## src/rtl/dmem_arb_pkg.sv

```systemverilog
// Shared types for the two-port data-memory arbiter.
// Size encodings, FSM states and the byte-mask helper.
package dmem_arb_pkg;

    localparam logic [1:0] SZ_B = 2'd0;
    localparam logic [1:0] SZ_H = 2'd1;
    localparam logic [1:0] SZ_W = 2'd2;
    localparam logic [1:0] SZ_D = 2'd3;

    typedef enum logic [1:0] {
        IDLE,
        ACCESS,
        MERGE,
        RESP
    } state_t;

    function automatic logic [7:0] size_mask(input logic [1:0] size);
        logic [7:0] m;
        unique case (size)
            SZ_B:    m = 8'h01;
            SZ_H:    m = 8'h03;
            SZ_W:    m = 8'h0F;
            default: m = 8'hFF;
        endcase
        return m;
    endfunction

endpackage

```

## src/rtl/dmem_arbiter_if.sv

```systemverilog
// Requester ports and memory pins of the data-memory arbiter.
// slave = arbiter side, master = requesters plus memory.
interface dmem_arbiter_if #(
    parameter int ADDR_W = 64,
    parameter int DATA_W = 64
);
    logic              req0;
    logic              we0;
    logic [1:0]        size0;
    logic [ADDR_W-1:0] addr0;
    logic [DATA_W-1:0] wdata0;
    logic              gnt0;
    logic              done0;

    logic              req1;
    logic              we1;
    logic [1:0]        size1;
    logic [ADDR_W-1:0] addr1;
    logic [DATA_W-1:0] wdata1;
    logic              gnt1;
    logic              done1;

    logic [DATA_W-1:0] rdata;
    logic              err;

    logic [ADDR_W-1:0] mem_addr;
    logic [DATA_W-1:0] mem_wdata;
    logic              mem_write;
    logic              mem_read;
    logic [DATA_W-1:0] mem_rdata;

    modport slave (
        input  req0, we0, size0, addr0, wdata0,
        input  req1, we1, size1, addr1, wdata1,
        input  mem_rdata,
        output gnt0, done0, gnt1, done1,
        output rdata, err,
        output mem_addr, mem_wdata,
        output mem_write, mem_read
    );

    modport master (
        output req0, we0, size0, addr0, wdata0,
        output req1, we1, size1, addr1, wdata1,
        output mem_rdata,
        input  gnt0, done0, gnt1, done1,
        input  rdata, err,
        input  mem_addr, mem_wdata,
        input  mem_write, mem_read
    );

endinterface

```

## src/rtl/dmem_lane_merge.sv

```systemverilog
// Byte-lane merge for sub-dword stores and
// zero-extended lane extraction for loads.
module dmem_lane_merge
    import dmem_arb_pkg::*;
(
    input  logic [2:0]  lane,
    input  logic [1:0]  size,
    input  logic [63:0] old_dw,
    input  logic [63:0] new_dw,
    output logic [63:0] merged,
    output logic [63:0] load_val
);

    logic [7:0]  bm;
    logic [63:0] sm;
    logic [63:0] wm;
    logic [5:0]  sh;

    always_comb begin
        bm = size_mask(size);
        sm = '0;
        for (int i = 0; i < 8; i++)
            sm[i*8 +: 8] = {8{bm[i]}};
        sh = {lane, 3'b000};
        wm = sm << sh;
        merged = (old_dw & ~wm) |
                 ((new_dw << sh) & wm);
        load_val = (old_dw >> sh) & sm;
    end

endmodule

```

## src/rtl/dmem_arbiter.sv

```systemverilog
// Two-port arbiter / RMW sequencer for the 64-bit data memory.
// Define DMEM_ARB_RR_EN for round-robin; otherwise port 0 has priority.
module dmem_arbiter
    import dmem_arb_pkg::*;
#(
    parameter int ADDR_W = 64,
    parameter int DATA_W = 64,
    parameter int DEPTH  = 64
) (
    input logic          clk,
    input logic          rst_n,
    dmem_arbiter_if.slave bus
);

    state_t            state;
    logic              we_q;
    logic [1:0]        size_q;
    logic [ADDR_W-1:0] addr_q;
    logic [DATA_W-1:0] wdata_q;
    logic [DATA_W-1:0] old_q;
    logic [DATA_W-1:0] rdata_q;
    logic              port_q;
    logic              err_q;

    logic              any_req;
    logic              win;
    logic              w_we;
    logic [1:0]        w_size;
    logic [ADDR_W-1:0] w_addr;
    logic [DATA_W-1:0] w_wdata;
    logic [2:0]        am;
    logic              bad;
    logic              grant;

    logic [DATA_W-1:0] lm_old;
    logic [DATA_W-1:0] merged;
    logic [DATA_W-1:0] load_val;

    assign any_req = bus.req0 | bus.req1;
    assign grant   = (state == IDLE) && any_req;

`ifdef DMEM_ARB_RR_EN
    logic last;

    // On a tie the port not granted last time wins.
    assign win = (bus.req0 && bus.req1) ? ~last : ~bus.req0;

    always_ff @(posedge clk or negedge rst_n) begin
        if (!rst_n)
            last <= 1'b1;
        else if (grant)
            last <= win;
    end
`else
    assign win = ~bus.req0;
`endif

    always_comb begin
        w_we    = win ? bus.we1    : bus.we0;
        w_size  = win ? bus.size1  : bus.size0;
        w_addr  = win ? bus.addr1  : bus.addr0;
        w_wdata = win ? bus.wdata1 : bus.wdata0;
        unique case (w_size)
            SZ_B:    am = 3'd0;
            SZ_H:    am = 3'd1;
            SZ_W:    am = 3'd3;
            default: am = 3'd7;
        endcase
        bad = (|(w_addr[2:0] & am)) ||
              (w_addr >= ADDR_W'(DEPTH));
    end

    assign bus.gnt0 = grant && !win;
    assign bus.gnt1 = grant && win;

    assign lm_old = (state == MERGE) ? old_q : bus.mem_rdata;

    dmem_lane_merge u_merge (
        .lane     (addr_q[2:0]),
        .size     (size_q),
        .old_dw   (lm_old),
        .new_dw   (wdata_q),
        .merged   (merged),
        .load_val (load_val)
    );

    always_ff @(posedge clk or negedge rst_n) begin
        if (!rst_n) begin
            state   <= IDLE;
            we_q    <= 1'b0;
            size_q  <= SZ_B;
            addr_q  <= '0;
            wdata_q <= '0;
            old_q   <= '0;
            rdata_q <= '0;
            port_q  <= 1'b0;
            err_q   <= 1'b0;
        end else begin
            unique case (state)
                IDLE: begin
                    if (any_req) begin
                        we_q    <= w_we;
                        size_q  <= w_size;
                        addr_q  <= w_addr;
                        wdata_q <= w_wdata;
                        port_q  <= win;
                        err_q   <= bad;
                        if (bad) begin
                            rdata_q <= '0;
                            state   <= RESP;
                        end else begin
                            state   <= ACCESS;
                        end
                    end
                end
                ACCESS: begin
                    if (!we_q) begin
                        rdata_q <= load_val;
                        state   <= RESP;
                    end else if (size_q == SZ_D) begin
                        state   <= RESP;
                    end else begin
                        old_q   <= bus.mem_rdata;
                        state   <= MERGE;
                    end
                end
                MERGE:   state <= RESP;
                RESP:    state <= IDLE;
                default: state <= IDLE;
            endcase
        end
    end

    logic acc;
    logic dw_st;

    // Strobes come straight from state so reset kills them at once.
    assign acc   = (state == ACCESS);
    assign dw_st = we_q && (size_q == SZ_D);

    assign bus.mem_read  = acc && !dw_st;
    assign bus.mem_write = (acc && dw_st) ||
                           (state == MERGE);
    assign bus.mem_addr  = (acc || state == MERGE) ?
                           {addr_q[ADDR_W-1:3], 3'b000} :
                           '0;
    assign bus.mem_wdata = (state == MERGE) ? merged :
                           (acc && dw_st)   ? wdata_q :
                           '0;

    assign bus.done0 = (state == RESP) && !port_q;
    assign bus.done1 = (state == RESP) && port_q;
    assign bus.err   = (state == RESP) && err_q;
    assign bus.rdata = rdata_q;

endmodule

```

## src/flat_wrapper.sv

```systemverilog
// flat-port wrapper written by rule: the top's interface ports become plain ports
module dmem_arbiter_flat import dmem_arb_pkg::*;
#(
    parameter int ADDR_W = 64,
    parameter int DATA_W = 64,
    parameter int DEPTH  = 64
)
  (clk, rst_n, bus_req0, bus_we0, bus_size0, bus_addr0, bus_wdata0, bus_req1, bus_we1, bus_size1, bus_addr1, bus_wdata1, bus_mem_rdata, bus_gnt0, bus_done0, bus_gnt1, bus_done1, bus_rdata, bus_err, bus_mem_addr, bus_mem_wdata, bus_mem_write, bus_mem_read);
  dmem_arbiter_if #(.ADDR_W(ADDR_W), .DATA_W(DATA_W)) bus_i ();
  input logic clk;
  input logic rst_n;
  input wire logic [$bits(bus_i.req0)-1:0] bus_req0;
  input wire logic [$bits(bus_i.we0)-1:0] bus_we0;
  input wire logic [$bits(bus_i.size0)-1:0] bus_size0;
  input wire logic [$bits(bus_i.addr0)-1:0] bus_addr0;
  input wire logic [$bits(bus_i.wdata0)-1:0] bus_wdata0;
  input wire logic [$bits(bus_i.req1)-1:0] bus_req1;
  input wire logic [$bits(bus_i.we1)-1:0] bus_we1;
  input wire logic [$bits(bus_i.size1)-1:0] bus_size1;
  input wire logic [$bits(bus_i.addr1)-1:0] bus_addr1;
  input wire logic [$bits(bus_i.wdata1)-1:0] bus_wdata1;
  input wire logic [$bits(bus_i.mem_rdata)-1:0] bus_mem_rdata;
  output wire logic [$bits(bus_i.gnt0)-1:0] bus_gnt0;
  output wire logic [$bits(bus_i.done0)-1:0] bus_done0;
  output wire logic [$bits(bus_i.gnt1)-1:0] bus_gnt1;
  output wire logic [$bits(bus_i.done1)-1:0] bus_done1;
  output wire logic [$bits(bus_i.rdata)-1:0] bus_rdata;
  output wire logic [$bits(bus_i.err)-1:0] bus_err;
  output wire logic [$bits(bus_i.mem_addr)-1:0] bus_mem_addr;
  output wire logic [$bits(bus_i.mem_wdata)-1:0] bus_mem_wdata;
  output wire logic [$bits(bus_i.mem_write)-1:0] bus_mem_write;
  output wire logic [$bits(bus_i.mem_read)-1:0] bus_mem_read;
  assign bus_i.req0 = bus_req0;
  assign bus_i.we0 = bus_we0;
  assign bus_i.size0 = bus_size0;
  assign bus_i.addr0 = bus_addr0;
  assign bus_i.wdata0 = bus_wdata0;
  assign bus_i.req1 = bus_req1;
  assign bus_i.we1 = bus_we1;
  assign bus_i.size1 = bus_size1;
  assign bus_i.addr1 = bus_addr1;
  assign bus_i.wdata1 = bus_wdata1;
  assign bus_i.mem_rdata = bus_mem_rdata;
  assign bus_gnt0 = bus_i.gnt0;
  assign bus_done0 = bus_i.done0;
  assign bus_gnt1 = bus_i.gnt1;
  assign bus_done1 = bus_i.done1;
  assign bus_rdata = bus_i.rdata;
  assign bus_err = bus_i.err;
  assign bus_mem_addr = bus_i.mem_addr;
  assign bus_mem_wdata = bus_i.mem_wdata;
  assign bus_mem_write = bus_i.mem_write;
  assign bus_mem_read = bus_i.mem_read;
  dmem_arbiter #(.ADDR_W(ADDR_W), .DATA_W(DATA_W), .DEPTH(DEPTH)) u_core (.clk(clk), .rst_n(rst_n), .bus(bus_i));
endmodule
```

## config.mk

```make
export PLATFORM = sky130hd
export DESIGN_NAME = dmem_arbiter_flat
export DESIGN_NICKNAME = d
export VERILOG_FILES = /design/src/rtl/dmem_arb_pkg.sv /design/src/rtl/dmem_arbiter_if.sv /design/src/rtl/dmem_lane_merge.sv /design/src/rtl/dmem_arbiter.sv /design/src/flat_wrapper.sv
export SDC_FILE = /design/constraint.sdc
export NUM_CORES = 1
export LEC_CHECK = 0
export ABC_AREA = 0
export BUFFER_PORTS_ARGS = -buffer_cell sky130_fd_sc_hd__buf_2
export CAP_MARGIN = 20
export CELL_PAD_IN_SITES_DETAIL_PLACEMENT = 0
export CELL_PAD_IN_SITES_GLOBAL_PLACEMENT = 1
export CORE_ASPECT_RATIO = 0.6
export CORE_UTILIZATION = 43
export CTS_BUF_LIST = sky130_fd_sc_hd__clkbuf_16
export DETAILED_ROUTE_END_ITERATION = 12
export PLACE_DENSITY = 0.87
export SLEW_MARGIN = 30
export SYNTH_ARGS = -nofsm -noshare
export SYNTH_HDL_FRONTEND = slang
export SYNTH_SLANG_ARGS = --single-unit
export TNS_END_PERCENT = 50
```

## constraint.sdc

```tcl
create_clock -name clk -period 6.8 [get_ports clk]
set_clock_uncertainty 0.2 [all_clocks]
set_input_delay 1.02 -clock clk [delete_from_list [all_inputs] [get_ports clk]]
set_output_delay 1.02 -clock clk [all_outputs]
set_load 0.01 [all_outputs]
```

==> results of run 1 <==
## per-stage QoR
stage / hold slack (ns) / utilization [%] / instance area [sq um] / worst slack, ns / cells
after floorplan: 0.242 / - / 17700 / 3.51 / 1762
after global placement: 0.257 / 50.7 / 20500 / 2.42 / 2691
after detailed placement: 0.263 / 50.7 / 20600 / 2.27 / 2691
after CTS: 0.276 / 52.9 / 21400 / 1.65 / 2741
after global routing: 0.128 / 53.0 / 21500 / 1.40 / 2748
final: 0.124 / 53.1 / 21500 / 1.63 / 2752
## cells by family after synthesis
group	count (synthesis)	share of synthesized area, %
compound gates	422	15.4
fa+ha+maj	4	0.283
buf+inv	162	4.32
flops	263	37.2
mux	407	30.1
other cells	1	0.0212
simple gates	501	12.7
## final cells by class
type                            count  share of cell area (%)
Clock inverter                     23                   0.943
Antenna cell                       10                   0.116
Multi-Input combinational cell   1337                    48.5
Sequential cell                   263                    30.7
Timing Repair Buffer              552                    13.4
Tap cell                          531                    3.09
Clock buffer                       27                    3.14
Inverter                            9                   0.157
## worst reg2reg max path, delay by kind of cell, from the launching register on
family,cells,cell delay [ns]
buf+inv,3,1.17
flops,1,0.42
simple gates,1,0.39
mux,1,0.23
fa+ha+maj,1,0.66
compound gates,3,0.97
## worst paths after layout
check	cells after the start	slack (ns)	startpoint	end
min in group clk	2	0.27	u_core.addr_q[36]	u_core.addr_q[36]
worst max-delay path	8	1.63	u_core.addr_q[1]	bus_mem_wdata[45]
worst max register to register	9	2.68	u_core.state[0]	u_core.bus.rdata[12]
max in group asynchronous	3	4.78	rst_n	u_core.bus.rdata[19]
worst min register to register	2	0.27	u_core.addr_q[36]	u_core.addr_q[36]
worst min-delay path	1	0.12	rst_n	u_core.bus.rdata[16]
## report_power, final
part / leakage, nW / total [mW] / switching [mW] / internal (mW)
Combinational: 6.58 / 6.53 / 3.84 / 2.68
Sequential: 3.31 / 3.39 / 1.12 / 2.27
Clock: 0.437 / 1.53 / 0.688 / 0.841
## sequential cells by signal (all words and copies together) (netlist names)
register and flops:
u_core.err_q 1, u_core.old_q 64, u_core.wdata_q 64, u_core.port_q 1, u_core.bus.rdata 64, u_core.size_q 2, u_core.addr_q 64, u_core.we_q 1
u_core.state 2
## routing by layer
| metal | global-route usage (%) | vias to the layer above | wire length [microns] |
|---|---|---|---|
| met5 | 0 | - | 72 |
| met4 | 8.64 | 2 | 1860 |
| met3 | 13.6 | 119 | 9550 |
| met2 | 51.5 | 977 | 32200 |
| met1 | 49.7 | 8246 | 31900 |
| li1 | - | 7398 | - |
## cells in the final DEF (no fill, tap or decap), types with 8 or more instances in the layout
| cell type | Yosys | routed |
|---|---|---|
| sky130_fd_sc_hd__mux2i_1 | 202 | 202 |
| sky130_fd_sc_hd__nand2_1 | 267 | 267 |
| sky130_fd_sc_hd__a21oi_1 | 71 | 70 |
| sky130_fd_sc_hd__nor4_1 | 29 | 27 |
| sky130_fd_sc_hd__clkinv_1 | 1 | 8 |
| sky130_fd_sc_hd__a211oi_1 | 10 | 10 |
| sky130_fd_sc_hd__and2_1 | 70 | 70 |
| sky130_fd_sc_hd__mux4_2 | 88 | 88 |
| sky130_fd_sc_hd__inv_1 | 7 | 10 |
| sky130_fd_sc_hd__clkbuf_16 | 0 | 27 |
| sky130_fd_sc_hd__o21ai_0 | 186 | 186 |
| sky130_fd_sc_hd__buf_2 | 46 | 523 |
| sky130_fd_sc_hd__diode_2 | 0 | 10 |
| sky130_fd_sc_hd__a32o_1 | 31 | 31 |
| sky130_fd_sc_hd__o22ai_1 | 9 | 9 |
| sky130_fd_sc_hd__dfrtp_1 | 263 | 261 |
| sky130_fd_sc_hd__a22o_1 | 36 | 36 |
| sky130_fd_sc_hd__nor2_1 | 88 | 88 |
| sky130_fd_sc_hd__buf_4 | 16 | 24 |
| sky130_fd_sc_hd__mux2_2 | 117 | 117 |
| sky130_fd_sc_hd__nand4_1 | 8 | 8 |
| sky130_fd_sc_hd__nor3_1 | 10 | 8 |
| sky130_fd_sc_hd__a31oi_1 | 8 | 8 |
==> results.txt, run 1 <==
The longest clock path from root to sink contains 3 buffers. The signal on the critical path passes through inv_2 > nor2_1 > buf_4 > a32oi_1 > nor2_1 > a21oi_1 > o21ai_0 > buf_2. The run gives 0 as the final-report max-slew violation count. The run gives 0.330 mV as the peak supply drop. Final count of hold timing violations: 0. After clock tree synthesis, the repair step resized 0 gates. The worst slew margin relative to its limit was 34.9%. After layout, the design draws a total of 11.4 mW. The path category of the worst min-delay check was primary input to async pin. Leakage power of the design: 10.3 nW.

In the finished design, the share of the clock period the worst path needs comes to 76.0%. In this run the worst path has a maximum fanout of 69. The measured slew at the worst slew-check pin came out at 0.977 ns. Dividing total power by cell area gives a power density of 533 nW/um^2. STA classifies the critical path startpoint as a register. After layout, the minimum clock period comes to 5.17 ns. Clock-pin slew was measured on the worst setup and hold paths at 0.06 ns. The tools report the count of hold buffers inserted by post-cts repair as 0. Residual antenna-violating net count after detailed routing: 0. Buffers added to address setup during post-CTS repair amount to 0. Global routing used 35.4% of the available tracks across all layers. The routed layout has 16.7k vias. In this run the horizontal extent of the chip is 264 microns. In the final layout, the share of cells above drive strength 1 is 37.6%.

In this run the mean area of a mapped cell was 10.0 sq um. After detailed routing, the average wire length per cell comes to 27.5 microns. Entering global routing, the biggest net connects 126 pins. From bottom edge to top edge, the die measures 159 microns. The run finished with clean final reports. The slowest cell on the critical path was sky130_fd_sc_hd__dfrtp_4. The run gives 0 as the number of warnings issued by yosys. The tools report the required time of the critical path as 5.58 ns. For the area used by multi-input combinational logic, the log shows 10,400 sq um. The growth of design area from synthesis to finish is 21.5%.

The post-synthesis sequential area ratio was 37.2%; the number of max-cap violations was 0. The most repeated cell in the gate-level netlist after synthesis is sky130_fd_sc_hd__nand2_1. The largest area contributor in the netlist was sky130_fd_sc_hd__dfrtp_1. The nature of the critical path endpoint is an output pin. On the critical path the largest part of the delay comes from buffers and inverters. 529 I/O pins were placed.

The first routing iteration left 1,960 violations. The area fraction of the dominant cell type after synthesis was 37.2%. Setup repair after global routing left no endpoint under its margin. The final layout contains 2,524 nets.

The number of standard cells after synthesis was 1,760; the total buffers and inverters traversed by the critical path was 3. Sorting the synthesized cells by area gives the leading types as sky130_fd_sc_hd__dfrtp_1 (37%), sky130_fd_sc_hd__mux2i_1 (11%), sky130_fd_sc_hd__mux4_2 (11%). The tools report the number of buffers added by the clock tree synthesis step as 27.

Counting the fill cells in the layout gives 3,740. In the routed design, unresolved DRC markers number 0. The tools report the initial standard-cell utilization of the core as 43.7%. The worst setup path is of the register to output pin kind. The logs give 16.1k for the via count of the first global-routing pass and 194 MHz for the maximum clock frequency. The logs give 1.02 for the final estimated routing congestion in global placement and 9 for the number of antenna violations at the first check in global routing. Among the stages of the critical path, the cell type that occurs most often is sky130_fd_sc_hd__nor2_1. Dividing the detail-routed via count by the number of cells gives 6.08. After detailed routing, the total wire length is 75,700 microns. The area enclosed by the die boundary is 42,000 sq um. The number of synthesized flops with an enable pin works out to 0. The most used flip-flop cell after synthesis was sky130_fd_sc_hd__dfrtp_1. After synthesis, the most frequently instantiated cells are sky130_fd_sc_hd__nand2_1 (267), sky130_fd_sc_hd__dfrtp_1 (263), sky130_fd_sc_hd__mux2i_1 (202). The total overflow reported by the global router came out at 0. The total number of placement rows is 57, and the clock sink count is 263.

Summed over all nets, the half-perimeter wirelength after detailed placement is 58,700 microns. The first-pass iteration count of the detailed router was 5. The tools report the clock insertion delay at the later pin of the skew report as 0.59 ns. The floorplan step defined a core boundary enclosing 40,500 sq um. The first global-routing pass estimated 110,000 microns of wire. The tools report the H-tree depth as 1. Setup total negative slack on the finished layout was measured at 0 ns. Setup violations remaining at the end of the flow were counted as 0. The highest cell delay on the worst timing path came out at 1.02 ns. The mapped cell area came out at 17,700 sq um. TritonCTS built the clock tree. The share of flip-flops with an asynchronous set or reset was 100%. The number of unique standard cell types used by synthesis is 64, and the count of port buffers added during placement is 525. In this run, synthesis produced a sequential element count of 263. Data arrives at the worst endpoint at 3.95 ns.

The tools report the root buffer selected by CTS as sky130_fd_sc_hd__clkbuf_16. Register cell area after layout: 6590 sq um.
(Power assumes the default switching activity.)
==> run 2, diff against run 1 <==
--- a/config.mk
+++ b/config.mk
@@ -11,10 +11,10 @@
 export CELL_PAD_IN_SITES_DETAIL_PLACEMENT = 0
 export CELL_PAD_IN_SITES_GLOBAL_PLACEMENT = 1
 export CORE_ASPECT_RATIO = 0.6
-export CORE_UTILIZATION = 43
+export CORE_UTILIZATION = 40
 export CTS_BUF_LIST = sky130_fd_sc_hd__clkbuf_16
 export DETAILED_ROUTE_END_ITERATION = 12
-export PLACE_DENSITY = 0.87
+export PLACE_DENSITY = 0.82
 export SLEW_MARGIN = 30
 export SYNTH_ARGS = -nofsm -noshare
 export SYNTH_HDL_FRONTEND = slang
==> constraint.sdc (replaced) <==
create_clock -name clk -period 4.8 [get_ports clk]
set_clock_uncertainty 0.2 [all_clocks]
set_input_delay 0.72 -clock clk [delete_from_list [all_inputs] [get_ports clk]]
set_output_delay 0.72 -clock clk [all_outputs]
set_load 0.01 [all_outputs]
==> run 2 against run 1 <==
  * Clock power grew 44%
  * Count of clock-buffer cells in the layout unchanged
  * First-iteration DRC count shrank 1.3%
  * Largest power group unchanged
  * Largest cell class unchanged
  * Hold slack improved by 0.095 ns
  * Total power grew 44%
  * Die area is 7.4% higher
  * Via count is 1.2% higher
==> results.txt, run 2 (synthesis gave the netlist of run 1 again) <==
The clock sink count came out at 263 (unchanged). For the number of buffers added by the clock tree synthesis step, the log shows 27 (unchanged). The placement-stage cell area came out at 20,800 sq um (+1.1%). The initial standard-cell utilization of the core is 40.7% (-3.0 points).

The logs give 0.167 ns (-1.47 ns) for the final critical-path setup slack and 59 (+3.5%) for the total number of placement rows. The measured slew at the worst slew-check pin was 0.930 ns (-0.0469 ns); the highest cell delay on the worst timing path was 0.82 ns (-0.20 ns). The total wire length was 79,500 microns (+5.1%); the I/O pin count was 529 (unchanged). The setup violation total in the final timing report came out at 0 (unchanged).

The flow ran to the end, and the final reports show no timing, DRC or antenna violations. For this run, the top clock speed supported by timing is 216 MHz. The run gives 6 (-3) as the number of antenna violations at the first check in global routing.

First-pass GRT wire length: 113,000 microns (+2.7%). The critical path in this run is classified as register to output pin. In the layout the commonest cells are sky130_fd_sc_hd__buf_2 (523), sky130_fd_sc_hd__nand2_1 (267), sky130_fd_sc_hd__dfrtp_1 (261), sky130_fd_sc_hd__mux2i_1 (202), sky130_fd_sc_hd__o21ai_0 (185).

The end point of the worst hold path is u_core.old_q[3]. The clock-pin transition on the worst setup and hold timing paths works out to 0.07 ns (about the same). The detail-routed net length per standard cell was 28.3 microns (+2.8%).

The run gives 0.356 mV (+7.8%) as the peak supply drop. The run gives 34.7% (-0.75 points) as the total routing usage reported by global routing. The post-cts sizing count was 0 (unchanged). For the via count, the log shows 16.9k (+1.2%).

Clock tree synthesis selected as its root buffer the cell sky130_fd_sc_hd__clkbuf_16. The logs give 4,117 (+10%) for the total of fill cells in the finished design and 0 (unchanged) for the total overflow reported by the global router. Relative to the synthesized area, the layout overhead comes to 23.0%. The run gives 2,750 (+2.2%) as the total placed cells including tap cells. Setup repair after global routing left no endpoint under its margin. The layout net count was 2,537 (+0.52%); the residual antenna-violating net count after detailed routing was 0 (unchanged). TritonCTS built the clock tree.

The fraction of the cycle the final worst path needs was 96.5%. The width of the die came out at 273 microns (+3.7%). The leakage power of the design was 10.4 nW (+0.90%); the utilization of the core after routing was 50.0% (-3.0 points).

The total met2 wirelength after detailed routing came out at 33,100 microns (+2.8%). The tools report the nature of the critical path endpoint as an output pin. The core region area was 43,500 sq um (+7.3%); the number of max-cap violations was 0 (unchanged). Final estimated routing congestion in global placement: 0.991 (-2.8%). The count of port buffers added during placement is 525 (unchanged). The final-report max-slew violation count was 0 (unchanged); the internal reg-to-reg setup slack was 0.97 ns (-1.71 ns). The via count of the first global-routing pass is 16.0k (-0.21%), and the arrival time reported for the critical path endpoint is 3.71 ns (-0.24 ns). For the detailed placer's ending HPWL, the log shows 62,400 microns (+6.3%). For the required time of the critical path, the log shows 3.88 ns (-1.70 ns). The shortest period the worst path allows is 4.63 ns.

The sort of element at the start of the critical path was a register. Largest net degree at the start of global routing: 266 (+110%). The total buffers and inverters traversed by the critical path works out to 3 (unchanged). The run gives 1 (+1) as the count of hold buffers inserted by post-cts repair.

The maximum clock insertion buffer count is 3 (unchanged). The slowest cell on the critical path is sky130_fd_sc_hd__mux2i_1. The worst slew margin relative to its limit came out at 36.2% (+1.4 points).

In this design, the largest share of critical-path delay is due to multiplexers. The final-layout setup total negative slack is 0 ns (unchanged). The path depth of the worst reg2reg path is 6 (-3), and the first-iteration detailed-routing DRC count is 1,935 (-1.3%). Final count of hold timing violations: 0 (unchanged). The critical path goes through inv_1 > ha_4 > buf_4 > mux2i_1 > nand2_1 > a32o_1 > buf_2.

The die outline height came out at 165 microns (+3.6%). The worst hold path begins at bus_mem_rdata[3]. The clock insertion delay at the later pin of the skew report came out at 0.58 ns (about the same). The mean number of vias per cell was 6.03 (-0.94%). The areal power density over the cells is 759 nW/um^2 (+43%), and the share of cells above drive strength 1 is 38.3% (+0.63 points). The highest metal layer carrying signal wires in the routed design is met4. The library cell used most frequently in the layout, excluding fill and tap cells, is sky130_fd_sc_hd__buf_2.

The routed length on met3 was 9350 microns (-2.1%). The tools report the met1 routed wirelength after detailed routing as 35,100 microns (+9.9%). The run gives 0 (unchanged) as the number of buffers inserted by post-CTS setup repair. The post-route non-filler standard cell count was 2,812 (+2.2%); the area enclosed by the die boundary was 45,100 sq um (+7.4%). The worst register-to-register path begins at u_core.state[0].

The final design instance area without fill is 21,800 sq um (+1.2%). The largest fanout on the critical path works out to 41 (-41%). The logs give 0.870 ns (-1.40 ns) for the worst-case setup slack after placement and 1 (unchanged) for the H-tree depth.

The number of instances on the worst hold path works out to 2. The path category of the worst min-delay check was primary input to register. The DRC violations left was 0 (unchanged). In this run the critical register-to-register path is captured at u_core.bus.rdata[41]. First-pass iteration count of the detailed router: 7 (+2).
## run 2: cell count changes in the layout (fill, tap and decap cells not counted), moves of 2 or more
cell	change
sky130_fd_sc_hd__clkinv_1	-4
sky130_fd_sc_hd__o21ai_1	+2
sky130_fd_sc_hd__clkinv_4	+3
sky130_fd_sc_hd__buf_12	+4
sky130_fd_sc_hd__inv_1	-2
sky130_fd_sc_hd__inv_6	+2
sky130_fd_sc_hd__buf_4	+6
## run 2: where the power goes
| group | leakage (nW) | internal [mW] | switching, mW |
|---|---|---|---|
| logic | 6.68 | 3.89 | 5.69 |
| clock network | 0.436 | 1.20 | 1.00 |
| registers | 3.31 | 3.21 | 1.53 |
| total | 10.4 | 8.30 | 8.21 |
## run 2: per-stage QoR
step | hold WS (ns) | power, mW
6_report | 0.219 | 16.5
3_3_place_gp | 0.256 | 13.9
5_1_grt | 0.207 | 17.3
2_1_floorplan | 0.224 | 10.2
3_5_place_dp | 0.264 | 14.0
4_1_cts | 0.193 | 16.2
## run 2: layer usage
layer	track usage [%]	up-vias
li1	-	7434
met1	50.3	8464
met2	49.9	938
met3	11.5	110
met4	7.34	0
met5	0	-
## run 2: final cells by class
class / instances / area [sq um] / share of cell area, %
Clock buffer: 27 / 676 / 3.11
Inverter: 9 / 33.8 / 0.155
Clock inverter: 23 / 216 / 0.995
Tap cell: 579 / 724 / 3.33
Antenna cell: 9 / 22.5 / 0.104
Multi-Input combinational cell: 1337 / 10400 / 48.0
Timing Repair Buffer: 565 / 3060 / 14.1
Sequential cell: 263 / 6590 / 30.3
## run 2: worst max path at each step
stage | slack, ns | end | start | cells past startpoint
global route | 0.08 | bus_mem_wdata[56] | u_core.state[0] | 7
finish | 0.17 | bus_mem_wdata[57] | u_core.state[0] | 7
global placement | 0.80 | u_core.bus.rdata[18] | bus_addr1[36] | 7
CTS | 0.24 | bus_mem_wdata[59] | u_core.state[0] | 7
floorplan | 1.81 | bus_mem_wdata[54] | u_core.state[0] | 8
detailed placement | 0.87 | bus_mem_wdata[59] | u_core.state[0] | 7
## run 2: worst reg2reg max path: stages, from the launching register on
cell                       delay [ns]
sky130_fd_sc_hd__dfrtp_1         0.42
sky130_fd_sc_hd__inv_1           0.15
sky130_fd_sc_hd__ha_4            0.57
sky130_fd_sc_hd__buf_4           0.51
sky130_fd_sc_hd__mux2i_1         0.82
sky130_fd_sc_hd__o221ai_1        0.61
sky130_fd_sc_hd__a32o_1          0.44
